<file path="config.mk">
export PLATFORM = sky130hd
export DESIGN_NAME = hazard_scoreboard_flat
export DESIGN_NICKNAME = d
export VERILOG_FILES = /design/src/rtl/hazard_if.sv /design/src/rtl/hazard_scoreboard.sv /design/src/flat_wrapper.sv
export SDC_FILE = /design/constraint.sdc
export NUM_CORES = 1
export LEC_CHECK = 0
export ABC_AREA = 1
export CORE_UTILIZATION = 65
export DETAILED_ROUTE_END_ITERATION = 10
export GPL_ROUTABILITY_DRIVEN = 0
export PLACE_DENSITY = 0.85
export SLEW_MARGIN = 25
export SYNTH_ARGS = -nofsm -noshare
export SYNTH_HDL_FRONTEND = slang
export SYNTH_SLANG_ARGS = --single-unit
</file>
<file path="constraint.sdc">
create_clock -name clk -period 5.1 [get_ports clk]
set_input_delay 0.51 -clock clk [delete_from_list [all_inputs] [get_ports clk]]
set_output_delay 0.51 -clock clk [all_outputs]
set_load 0.1 [all_outputs]
</file>
<file path="src/rtl/hazard_if.sv">
// Control-path bundle between the ID stage and the hazard scoreboard.
interface hazard_if #(
   parameter int REG_AW = 5,
   parameter int CNT_W  = 3
);
   localparam int NUM_REGS = 2 ** REG_AW;

   logic                ID_valid;
   logic [REG_AW-1:0]   ID_rs1;
   logic [REG_AW-1:0]   ID_rs2;
   logic                ID_use_rs1;
   logic                ID_use_rs2;
   logic [REG_AW-1:0]   ID_rd;
   logic [CNT_W-1:0]    ID_rd_lat;
   logic                branch_taken;
   logic                pipe_hold;
   logic                stall;
   logic                flush;
   logic                issue;
   logic [NUM_REGS-1:0] busy_vec;

   modport master (
      output ID_valid, ID_rs1, ID_rs2, ID_use_rs1, ID_use_rs2,
             ID_rd, ID_rd_lat, branch_taken, pipe_hold,
      input  stall, flush, issue, busy_vec
   );

   modport slave (
      input  ID_valid, ID_rs1, ID_rs2, ID_use_rs1, ID_use_rs2,
             ID_rd, ID_rd_lat, branch_taken, pipe_hold,
      output stall, flush, issue, busy_vec
   );
endinterface

</file>
<file path="src/rtl/hazard_scoreboard.sv">
// Per-register latency countdown scoreboard producing IF/ID stall, flush and
// issue, with a multi-cycle branch flush window and a global pipeline hold.
module hazard_scoreboard #(
   parameter int REG_AW       = 5,
   parameter int CNT_W        = 3,
   parameter int MAX_LAT      = 4,
   parameter int FLUSH_CYCLES = 1
) (
   input  logic     clk,
   input  logic     reset,
   hazard_if.slave  hz
);
   localparam int NUM_REGS = 2 ** REG_AW;
   localparam int FC_W     = (FLUSH_CYCLES > 1) ? $clog2(FLUSH_CYCLES) : 1;
   localparam logic [FC_W-1:0] FC_LOAD = (FLUSH_CYCLES > 1) ? FC_W'(FLUSH_CYCLES - 1) : '0;

   generate
      if (MAX_LAT > (2 ** CNT_W) - 1) begin : g_bad_lat
         $error("MAX_LAT does not fit in CNT_W bits");
      end
   endgenerate

   logic [CNT_W-1:0]    cnt_q [NUM_REGS];
   logic [CNT_W-1:0]    cnt_d [NUM_REGS];
   logic [FC_W-1:0]     fcnt_q;
   logic [FC_W-1:0]     fcnt_d;
   logic                raw_hz_s;
   logic                flush_s;
   logic                stall_s;
   logic                issue_s;
   logic                load_s;
   logic [NUM_REGS-1:0] busy_s;

   // Hazard detection; a dead (flushed) instruction never raises a RAW stall.
   always_comb begin
      raw_hz_s = (hz.ID_use_rs1 && (hz.ID_rs1 != '0) && (cnt_q[hz.ID_rs1] != '0)) ||
                 (hz.ID_use_rs2 && (hz.ID_rs2 != '0) && (cnt_q[hz.ID_rs2] != '0));
      flush_s  = !hz.pipe_hold && (hz.branch_taken || (fcnt_q != '0));
      stall_s  = hz.pipe_hold || (hz.ID_valid && raw_hz_s && !flush_s);
      issue_s  = hz.ID_valid && !stall_s && !flush_s;
      load_s   = issue_s && (hz.ID_rd != '0) && (hz.ID_rd_lat != '0);
   end

   // Next-state for flush window and counters; a new load overrides the decrement.
   always_comb begin
      if (hz.pipe_hold) begin
         fcnt_d = fcnt_q;
      end else if (hz.branch_taken) begin
         fcnt_d = FC_LOAD;
      end else if (fcnt_q != '0) begin
         fcnt_d = fcnt_q - FC_W'(1);
      end else begin
         fcnt_d = fcnt_q;
      end
      for (int r = 0; r < NUM_REGS; r++) begin
         busy_s[r] = (cnt_q[r] != '0);
         if (load_s && (hz.ID_rd == REG_AW'(r))) begin
            cnt_d[r] = hz.ID_rd_lat;
         end else if (!hz.pipe_hold && (cnt_q[r] != '0)) begin
            cnt_d[r] = cnt_q[r] - CNT_W'(1);
         end else begin
            cnt_d[r] = cnt_q[r];
         end
      end
   end

   // State registers with synchronous reset.
   always_ff @(posedge clk) begin
      if (reset) begin
         for (int r = 0; r < NUM_REGS; r++) begin
            cnt_q[r] <= '0;
         end
         fcnt_q <= '0;
      end else begin
         cnt_q  <= cnt_d;
         fcnt_q <= fcnt_d;
      end
   end

   assign hz.stall    = stall_s;
   assign hz.flush    = flush_s;
   assign hz.issue    = issue_s;
   assign hz.busy_vec = busy_s;
endmodule
</file>
<file path="src/flat_wrapper.sv">
// flat-port wrapper written by rule: the top's interface ports become plain ports
module hazard_scoreboard_flat 
#(
   parameter int REG_AW       = 5,
   parameter int CNT_W        = 3,
   parameter int MAX_LAT      = 4,
   parameter int FLUSH_CYCLES = 1
)
  (clk, reset, hz_ID_valid, hz_ID_rs1, hz_ID_rs2, hz_ID_use_rs1, hz_ID_use_rs2, hz_ID_rd, hz_ID_rd_lat, hz_branch_taken, hz_pipe_hold, hz_stall, hz_flush, hz_issue, hz_busy_vec);
  hazard_if #(.REG_AW(REG_AW), .CNT_W(CNT_W)) hz_i ();
  input  logic clk;
  input  logic reset;
  input wire logic [$bits(hz_i.ID_valid)-1:0] hz_ID_valid;
  input wire logic [$bits(hz_i.ID_rs1)-1:0] hz_ID_rs1;
  input wire logic [$bits(hz_i.ID_rs2)-1:0] hz_ID_rs2;
  input wire logic [$bits(hz_i.ID_use_rs1)-1:0] hz_ID_use_rs1;
  input wire logic [$bits(hz_i.ID_use_rs2)-1:0] hz_ID_use_rs2;
  input wire logic [$bits(hz_i.ID_rd)-1:0] hz_ID_rd;
  input wire logic [$bits(hz_i.ID_rd_lat)-1:0] hz_ID_rd_lat;
  input wire logic [$bits(hz_i.branch_taken)-1:0] hz_branch_taken;
  input wire logic [$bits(hz_i.pipe_hold)-1:0] hz_pipe_hold;
  output wire logic [$bits(hz_i.stall)-1:0] hz_stall;
  output wire logic [$bits(hz_i.flush)-1:0] hz_flush;
  output wire logic [$bits(hz_i.issue)-1:0] hz_issue;
  output wire logic [$bits(hz_i.busy_vec)-1:0] hz_busy_vec;
  assign hz_i.ID_valid = hz_ID_valid;
  assign hz_i.ID_rs1 = hz_ID_rs1;
  assign hz_i.ID_rs2 = hz_ID_rs2;
  assign hz_i.ID_use_rs1 = hz_ID_use_rs1;
  assign hz_i.ID_use_rs2 = hz_ID_use_rs2;
  assign hz_i.ID_rd = hz_ID_rd;
  assign hz_i.ID_rd_lat = hz_ID_rd_lat;
  assign hz_i.branch_taken = hz_branch_taken;
  assign hz_i.pipe_hold = hz_pipe_hold;
  assign hz_stall = hz_i.stall;
  assign hz_flush = hz_i.flush;
  assign hz_issue = hz_i.issue;
  assign hz_busy_vec = hz_i.busy_vec;
  hazard_scoreboard #(.REG_AW(REG_AW), .CNT_W(CNT_W), .MAX_LAT(MAX_LAT), .FLUSH_CYCLES(FLUSH_CYCLES)) u_core (.clk(clk), .reset(reset), .hz(hz_i));
endmodule
</file>
==> impl_metrics.tcl <==
set metrics [dict create \
    synth_ff_type "dfxtp_1" \
    hp-class "flop to flop" \
    hpwl_mm 16.6 \
    cts_root_buffer "clkbuf_16" \
    tns_ps 0 \
    synth_edf_count 0 \
    status "completed" \
    setup_viol 0 \
    post_cts_buffers 0 \
    start_util_pct 66.4 \
    drtIter0Drc 780 \
    hold_slack_ps 484 \
    syn2layout_area_growth_pct 10.6 \
    fin_worst_skew_ps 6.13 \
    grt_max_degree 95 \
    drv_cap 0 \
    stdcell_area_mm2 0.00923 \
    numCtsBuffers 9 \
    core_mm2 0.0126 \
    reg2reg_depth 16 \
    top_layer_used "met4" \
    synthCells 1362 \
    dr.pass1.iters 6 \
    cts_tree "done" \
    ys_async_sr_fraction_pct 0 \
    final.min_clock_period_ps 3490 \
    synth_area_leaders "dfxtp_1, nand2_1, nand3_1" \
    ys_top_cells_by_count "nand2_1, nand3_1, nor2_1" \
    drive_above_1_share_pct 7.35 \
    die_width_um 115 \
    clk_pin_slew_ps 60 \
    regMostFlops "u_core.cnt_q" \
    fmax_mhz 286 \
    syn_avg_cell_area_um2 6.13 \
    diodes 0 \
    critPathKind "input pin to primary output" \
    die_area_mm2 0.0133 \
    largest_reg_flops 96 \
    vias_per_cell 5.55 \
    yosys.area.top_type "dfxtp_1" \
    cts_hold_buf 0 \
    antenna_left 0 \
    clk_latency_ps 360 \
    place_area_mm2 0.00893 \
    grt.total_usage_pct 36.5 \
    layout_top_registers "u_core.cnt_q (96)" \
    antenna_found_initial 0 \
    vias 8732 \
    cp-end-kind "primary output" \
    finalCritPeriodShare_pct 68.4 \
    required_ps 4590 \
    io_pins 60 \
    utilization_pct 73.4 \
    yosysTopAreaCellShare_pct 23.0 \
    row_count 41 \
    tightest_slew_ps 997 \
    hold_viol 0 \
    syn-cell-area_mm2 0.00835 \
    min_path_cells 2 \
    ys_warn_count 0 \
    drc 0 \
    io_buffers 59 \
    grt_pass1_wl_mm 38.0 \
    met2_length_mm 10.7 \
    detail_route.wl_per_cell_um 14.9 \
    synth.most_common_cell "nand2_1" \
    m1WireLength_mm 9.93 \
    cts_sinks 96 \
    route.met3.wl_mm 1.98 \
    grt_pass1_vias 7841 \
    cts_buffer_depth 2 \
    drv_slew 0 \
    cp_max_fo 15 \
    synth-seq-area-share_pct 23.0 \
    synth-seq-cells 96 \
    relSlewSlack_pct 33.3 \
    syn-num-nets 1451 \
    rsz0062_at_grt "false" \
    fp.dieH_um 115 \
    routed_wl_mm 23.4 \
    synth.distinct_cells 36 \
    arrival_ps 2980 \
    cts_max_level 3 \
    nets 1486 \
    critPathLaunchType "input pin" \
    fillers 1123 \
    overflow 0 \
    cts_resized 0 \
]
per-stage QoR:
step           setup WS, ps  std cells
2_1_floorplan          1850       1362
3_3_place_gp           1530       1558
3_5_place_dp           1490       1558
4_1_cts                1690       1574
5_1_grt                1420       1574
6_report               1610       1574
path summary, 6_finish.rpt:
path	start	to	slack, ps
worst min-delay path	u_core.cnt_q[91]$_SDFFE_PP0P_	u_core.cnt_q[91]$_SDFFE_PP0P_	480
worst min register to register	u_core.cnt_q[91]$_SDFFE_PP0P_	u_core.cnt_q[91]$_SDFFE_PP0P_	480
worst max-delay path	hz_ID_rs1[1]	hz_stall	1610
worst max register to register	u_core.cnt_q[42]$_SDFFE_PP0P_	u_core.cnt_q[5]$_SDFFE_PP0P_	2640
placed cells by master, fill, tap and decap left out, types with 27 or more instances in the layout:
cell type        netlist  routed
a21oi_1               72      72
nand3_1              201     201
nand2_1              373     373
or2_2                 31      31
nor2_1               182     182
dfxtp_1               96      96
ha_1                  64      64
inv_1                151     150
xor2_1                32      32
nand2_4               27      27
clkdlybuf4s50_1        0      56
layout make-up:
cell class	instances	area (µm²)	share of cell area (%)
tap	172	215	2.33
inverter	155	582	6.31
clock inverter	2	37.5	0.407
clock buffer	14	264	2.86
sequential	96	1920	20.8
timing repair buffer	70	676	7.32
multi-input combinational	1065	5530	59.9
layer usage:
layer | vias up | global-route usage [%]
met2 | 392 | 60.0
met3 | 58 | 5.64
li1 | 4386 | -
met5 | - | 0
met4 | 0 | 18.7
met1 | 3896 | 46.1
worst max-delay path: stages:
cell             delay [ps]
clkdlybuf4s50_1         910
nand2_1                 370
nand2_1                 190
nand2_1                  70
nand3_1                 110
nand2_1                  60
nand2_1                  50
nor2_1                   40
nand2_1                  60
nand3_2                 110
nand2_1                  90
nand2_1                  60
nand2_1                  60
buf_4                   280
logic make-up (layout without fill, tap and decap cells):
| group | Yosys count | count (layout) | synth area share [%] |
|---|---|---|---|
| and+or+nand+nor | 844 | 844 | 45.5 |
| buffers and inverters | 201 | 241 | 10.7 |
| AOI/OAI and AO/OA | 125 | 125 | 7.87 |
| DFF | 96 | 96 | 23.0 |
| adders and majority gates | 64 | 64 | 9.60 |
| xor gates and xnor gates | 32 | 32 | 3.36 |
Power is left out: the tool's default activity adds up to more than one toggle a clock period on the data nets, which glitch-free logic cannot reach.
